`config.mk`:
```
export PLATFORM = sky130hd
export DESIGN_NAME = uart_hex_rx
export DESIGN_NICKNAME = d
export VERILOG_FILES = /design/src/rtl/uart_hex_rx.sv
export SDC_FILE = /design/constraint.sdc
export NUM_CORES = 1
export LEC_CHECK = 0
export CAP_MARGIN = 20
export CORE_MARGIN = 2
export CORE_UTILIZATION = 25
export DETAILED_ROUTE_END_ITERATION = 10
export PLACE_DENSITY_LB_ADDON = 0.2
export SYNTH_ARGS = -nofsm -noshare
export SYNTH_HDL_FRONTEND = slang
export SYNTH_SLANG_ARGS = --single-unit
```
`constraint.sdc`:
```
create_clock -name i_clk -period 5.53 [get_ports i_clk]
set_input_delay 1.106 -clock i_clk [delete_from_list [all_inputs] [get_ports i_clk]]
set_output_delay 1.106 -clock i_clk [all_outputs]
set_load 0.05 [all_outputs]
```
`src/rtl/uart_hex_rx.sv`:
```
// Hex line assembler: pops ASCII from the UART RX FIFO and
// streams each CR/LF-terminated line to control as one binary packet.
module uart_hex_rx #(
  parameter int MAX_LEN = 64,
  parameter int LEN_W   = 7
) (
  input  logic             i_clk,
  input  logic             i_rst,
  input  logic [7:0]       i_rdata,
  input  logic             i_rready,
  output logic             o_rreq,
  output logic [7:0]       o_data,
  output logic             o_valid,
  output logic             o_last,
  input  logic             i_ready,
  output logic [LEN_W-1:0] o_len,
  output logic             o_err,
  output logic             o_busy
);

  localparam int AW = (MAX_LEN > 1) ? $clog2(MAX_LEN) : 1;

  typedef enum logic [1:0] {
    COLLECT,
    DISCARD,
    EMIT
  } state_t;

  state_t state, state_n;

  logic [7:0]       mem [MAX_LEN];
  logic [LEN_W-1:0] count;
  logic [LEN_W-1:0] idx;
  logic [3:0]       hi;
  logic [3:0]       nib;
  logic             phase_lo;

  logic c_hex, c_term, c_space;
  logic in_col, pop, xfer;
  logic ev_hi, ev_pair, ev_full, ev_bad;
  logic ev_odd, ev_emit, ev_done;

  always_comb begin
    c_hex = 1'b0;
    nib   = 4'h0;
    unique case (1'b1)
      (i_rdata >= 8'h30 && i_rdata <= 8'h39): begin
        c_hex = 1'b1;
        nib   = i_rdata[3:0];
      end
      ((i_rdata >= 8'h41 && i_rdata <= 8'h46) ||
       (i_rdata >= 8'h61 && i_rdata <= 8'h66)): begin
        c_hex = 1'b1;
        nib   = i_rdata[3:0] + 4'd9;
      end
      default: ;
    endcase
  end

  assign c_term  = (i_rdata == 8'h0D) | (i_rdata == 8'h0A);
  assign c_space = (i_rdata == 8'h20);

  assign in_col  = (state == COLLECT);
  assign pop     = o_rreq;
  assign xfer    = o_valid & i_ready;

  assign ev_hi   = in_col & pop & c_hex & ~phase_lo;
  assign ev_pair = in_col & pop & c_hex & phase_lo;
  assign ev_full = ev_pair & (count == LEN_W'(MAX_LEN));
  // a space is only legal between complete pairs
  assign ev_bad  = in_col & pop & ~c_hex & ~c_term
                 & ~(c_space & ~phase_lo);
  assign ev_odd  = in_col & pop & c_term & phase_lo;
  assign ev_emit = in_col & pop & c_term & ~phase_lo
                 & (count != '0);
  assign ev_done = xfer & o_last;

  always_ff @(posedge i_clk) begin
    if (i_rst) state <= COLLECT;
    else       state <= state_n;
  end

  always_comb begin
    state_n = state;
    unique case (state)
      COLLECT: begin
        if (ev_bad | ev_full) state_n = DISCARD;
        else if (ev_emit)     state_n = EMIT;
      end
      DISCARD: begin
        if (pop & c_term) state_n = COLLECT;
      end
      EMIT: begin
        if (ev_done) state_n = COLLECT;
      end
      default: state_n = COLLECT;
    endcase
  end

  always_comb begin
    o_rreq  = i_rready & (state == COLLECT | state == DISCARD);
    o_valid = (state == EMIT);
    o_data  = o_valid ? mem[idx[AW-1:0]] : 8'h00;
    o_last  = o_valid & (idx == o_len - LEN_W'(1));
    o_busy  = (state != COLLECT) | (count != '0) | phase_lo;
  end

  always_ff @(posedge i_clk) begin
    if (ev_pair & ~ev_full) mem[count[AW-1:0]] <= {hi, nib};
  end

  always_ff @(posedge i_clk) begin
    if (i_rst) begin
      count    <= '0;
      idx      <= '0;
      hi       <= 4'h0;
      phase_lo <= 1'b0;
      o_len    <= '0;
      o_err    <= 1'b0;
    end else begin
      o_err <= ev_bad | ev_full | ev_odd;
      unique case (state)
        COLLECT: begin
          if (ev_odd) begin
            count    <= '0;
            phase_lo <= 1'b0;
          end else if (ev_emit) begin
            o_len <= count;
            idx   <= '0;
          end else if (ev_hi) begin
            hi       <= nib;
            phase_lo <= 1'b1;
          end else if (ev_pair & ~ev_full) begin
            count    <= count + LEN_W'(1);
            phase_lo <= 1'b0;
          end
        end
        DISCARD: begin
          if (pop & c_term) begin
            count    <= '0;
            phase_lo <= 1'b0;
          end
        end
        EMIT: begin
          if (xfer) begin
            if (o_last) begin
              count    <= '0;
              phase_lo <= 1'b0;
              idx      <= '0;
            end else begin
              idx <= idx + LEN_W'(1);
            end
          end
        end
        default: ;
      endcase
    end
  end

endmodule

```
==> summary.txt <==
Floorplanning
  – Initial core utilization: 25.24%
  – Die width: 300.2 um
  – Core area: 86890 sq um
  – Die area: 90120 sq um
  – Row cnt: 108
  – # IOs: 32
  – Die H: 300.2 um

Setup path
  – CP max stage delay: 0.78 ns
  – WP data arrival: approximately 4.2 ns
  – Worst Path Max Fanout: 26
  – Startpoint Class: flip-flop
  – Crit-path cells: buf_12 -> mux4_2 -> mux4_2 -> o21ai_0 -> nand2_1 -> clkdlybuf4s50_1
  – WS Path Type: reg2out
  – Crit-path most repeated cell: mux4_2
  – CP max stage cell: dfxtp_4
  – CP Data Required Time: 4.42 ns
  – Launching point of the worst reg2reg path: count[4]
  – Worst Setup End Kind: output port

Synth
  – Area of the mapped netlist: 21930 sq um
  – Post-synth EDFFs: 512
  – Cell variety after synth: 62
  – Cell taking the most area after synthesis: edfxtp_1
  – Avg Cell Area, Syn: approximately 20 sq um
  – Top-area cell type share of the netlist area: approximately 70%
  – FF+latch count, synth: around 550
  – Prevailing post-synth register cell: edfxtp_1
  – Yosys warns: 0
  – Mapped Nets: 1149
  – Async set-reset flop share out of synthesis: 0%
  – Synth area leaders: edfxtp_1 (70%), mux4_2 (15%), dfxtp_1 (3.2%), nor2_1 (1.7%), mux2i_1 (1.2%)
  – Synth Instances: around 1.1k
  – Sequential-to-total area share from yosys stat: 73.29%

Finish
  – Non-Filler Instances: 2459
  – Fin nets: 1283
  – Area Growth Syn to Fin: 19.79%
  – Ant. Diodes: 0
  – Cell area after layout: 26270 sq um
  – Util after Layout: 30.24%
  – Layout cells sized above 1: 27.22%

Timing
  – Setup slack after layout: 0.2451 ns
  – Fin crit share: 95.57%
  – Pin slew with the least headroom to its limit: ~1.0 ns
  – Setup Skew: 0.02423 ns
  – Final max-slew violation count: 0
  – Unrepaired setup endpoints after global routing: no
  – FMAX: roughly 0.19 GHz
  – Setup TNS: 0 ns
  – Final hold viol count: 0
  – Slew HR: 31.22%
  – WHS: 0.5272 ns
  – Final setup viols: 0
  – Minimum clock period: 5.285 ns

Global route
  – Met3 GRT Util: 2.189%
  – First-pass GRT wire length: 85440 um
  – Met2 Usage GRT: 21.29%
  – GR Util All Layers: 13.04%
  – Most Crowded Layer GR: met2
  – GR Overflow Total: 0
  – Vias in the first global route: 11.76k
  – Met1 GRT Util: about 17%
  – Largest net degree at the start of global routing: 66
  – Initial antenna violation count: 0

Route
  – Initial DRC Count: 947
  – Number of remaining DRC errors: 0
  – Detailed Route WL: 58290 um
  – Wire per inst: 23.70 um
  – Vias after detailed routing: 11.17k
  – ANT nets after route: 0
  – DR pass1 iterations: 5
  – DR vias/cell: 4.542

CTS
  – Clock buffer count from CTS: just under 60
  – H-Tree Depth: 2
  – Clk Latency, worst-skew pair: 0.62 ns
  – Post-CTS Resized: 0
  – Root Driver: clkbuf_16
  – Total setup buffers inserted after CTS: 0
  – Clock buffer depth: 3
  – Clock Sinks: between 500 and 600
  – Hold buffer count at cts: 0
  – Worst-path clk slew: ~0.060 ns
  – TritonCTS clock tree: done

Power and ir drop
  – Sequential share of power: 50.9%
  – Design Power: 8.851 mW
  – Switching part of the total power: 20.63%
  – Sw Pwr: 1.826 mW
  – Clock power frac: 45.2%
  – Comb pwr share: 3.9%
  – Cell Int Power: 7.026 mW
  – Worst vdd ir: 222.6 uV
  – Leakage: 7.258 nW
  – Power Density: 336.9 nW/um^2

Run
  – Max_cap viols: 0

Place
  – DP HPWL: 36920 um
  – IO buf count: 31
  – Setup Slack @ Placement: 0.3978 ns
  – Placed cell areas: 24330 sq um
  – Dpl cells: 2353
  – Placer congestion estimate: approximately 0.75

Status
  – Status: finished clean

Hold path
  – Hold wc startpoint: idx[6]
  – Hold Crit Class: reg2reg
## Yosys cell counts, types with 7 or more instances
master	instances
nor3_1	13
nor2b_1	7
mux2i_1	27
inv_1	18
buf_1	9
dfxtp_1	35
o21ai_1	12
nor2_1	101
xnor2_1	11
clkbuf_1	26
nand3_1	16
a21oi_1	27
nand2_1	22
mux2_2	10
ha_1	12
buf_2	16
mux4_2	144
edfxtp_1	512
o21ai_0	11
## logic make-up after synthesis
| kind of cell | after synthesis | share of synthesized area [%] |
|---|---|---|
| fa+ha+maj | 12 | 0.6845 |
| simple gates | 199 | 4.335 |
| mux | 181 | 16.53 |
| compound gates | 101 | 3.269 |
| flops | 547 | 73.29 |
| xor+xnor | 15 | 0.5989 |
| buf+inv | 70 | 1.289 |
## critical path: cells and delay by family, from the launching register on
family | cells | cell delay (ns)
DFF | 1 | 0.78
and+or+nand+nor | 1 | 0.20
AOI/OAI and AO/OA | 1 | 0.51
muxes | 2 | 0.99
buffers and inverters | 2 | 1.04
## area by class of cell
class / count / area, sq um
clock inverter: 34 / 365.4
fill: 8399 / 60610
timing repair buffer: 124 / 1096
multi-input combinational: 508 / 5617
sequential: 547 / 16100
tap: 1155 / 1445
inverter: 19 / 71.32
clock buffer: 72 / 1578
## flip-flops by register name, indices dropped and copies added (netlist names), named ones only
signal / cells
phase_lo: 1
count: 7
hi: 4
state: 2
idx: 7
o_len: 7
mem: 512
o_err: 1
## worst paths after layout
check               end  slack (ns)  cells after the start
min              idx[6]        0.53                      2
min reg2reg      idx[6]        0.53                      2
max reg2reg  mem[54][5]        1.99                      5
max           o_data[0]        0.25                      6
## layer usage
metal / up-vias / wire [um] / part of all wire (%)
met5: - / 0 / 0
met4: 0 / 2098 / 3.6
met3: 98 / 2385 / 4.1
met2: 257 / 28130 / 48
met1: 5929 / 25670 / 44
li1: 4884 / - / -
## power by group through the flow
stage          clock network (mW)  logic (mW)  registers (mW)
2_1_floorplan                   0       0.252            4.58
3_3_place_gp                    0       0.358            4.59
3_5_place_dp                    0       0.357            4.59
4_1_cts                      4.10       0.357            4.51
5_1_grt                      4.26       0.377            4.51
6_report                     4.00       0.347            4.50
## cell usage in the layout (no fill, tap or decap), types with 5 or more instances in the layout
cell type	instances
clkdlybuf4s50_1	31
clkbuf_16	61
xnor2_1	11
nand3_1	16
ha_1	12
clkinv_1	10
nor2_1	101
clkinv_2	15
inv_1	18
mux2_2	10
bufinv_16	8
edfxtp_1	512
nand2_1	22
nor3_1	13
buf_4	86
mux2i_1	27
mux4_2	144
a31oi_1	6
a21oi_1	27
o21ai_0	10
dfxtp_4	7
nor2b_1	7
dfxtp_1	28
o21ai_1	12
nand2b_1	5
clkbuf_1	10
buf_12	7
No activity file was read; power rests on OpenSTA's default activity.
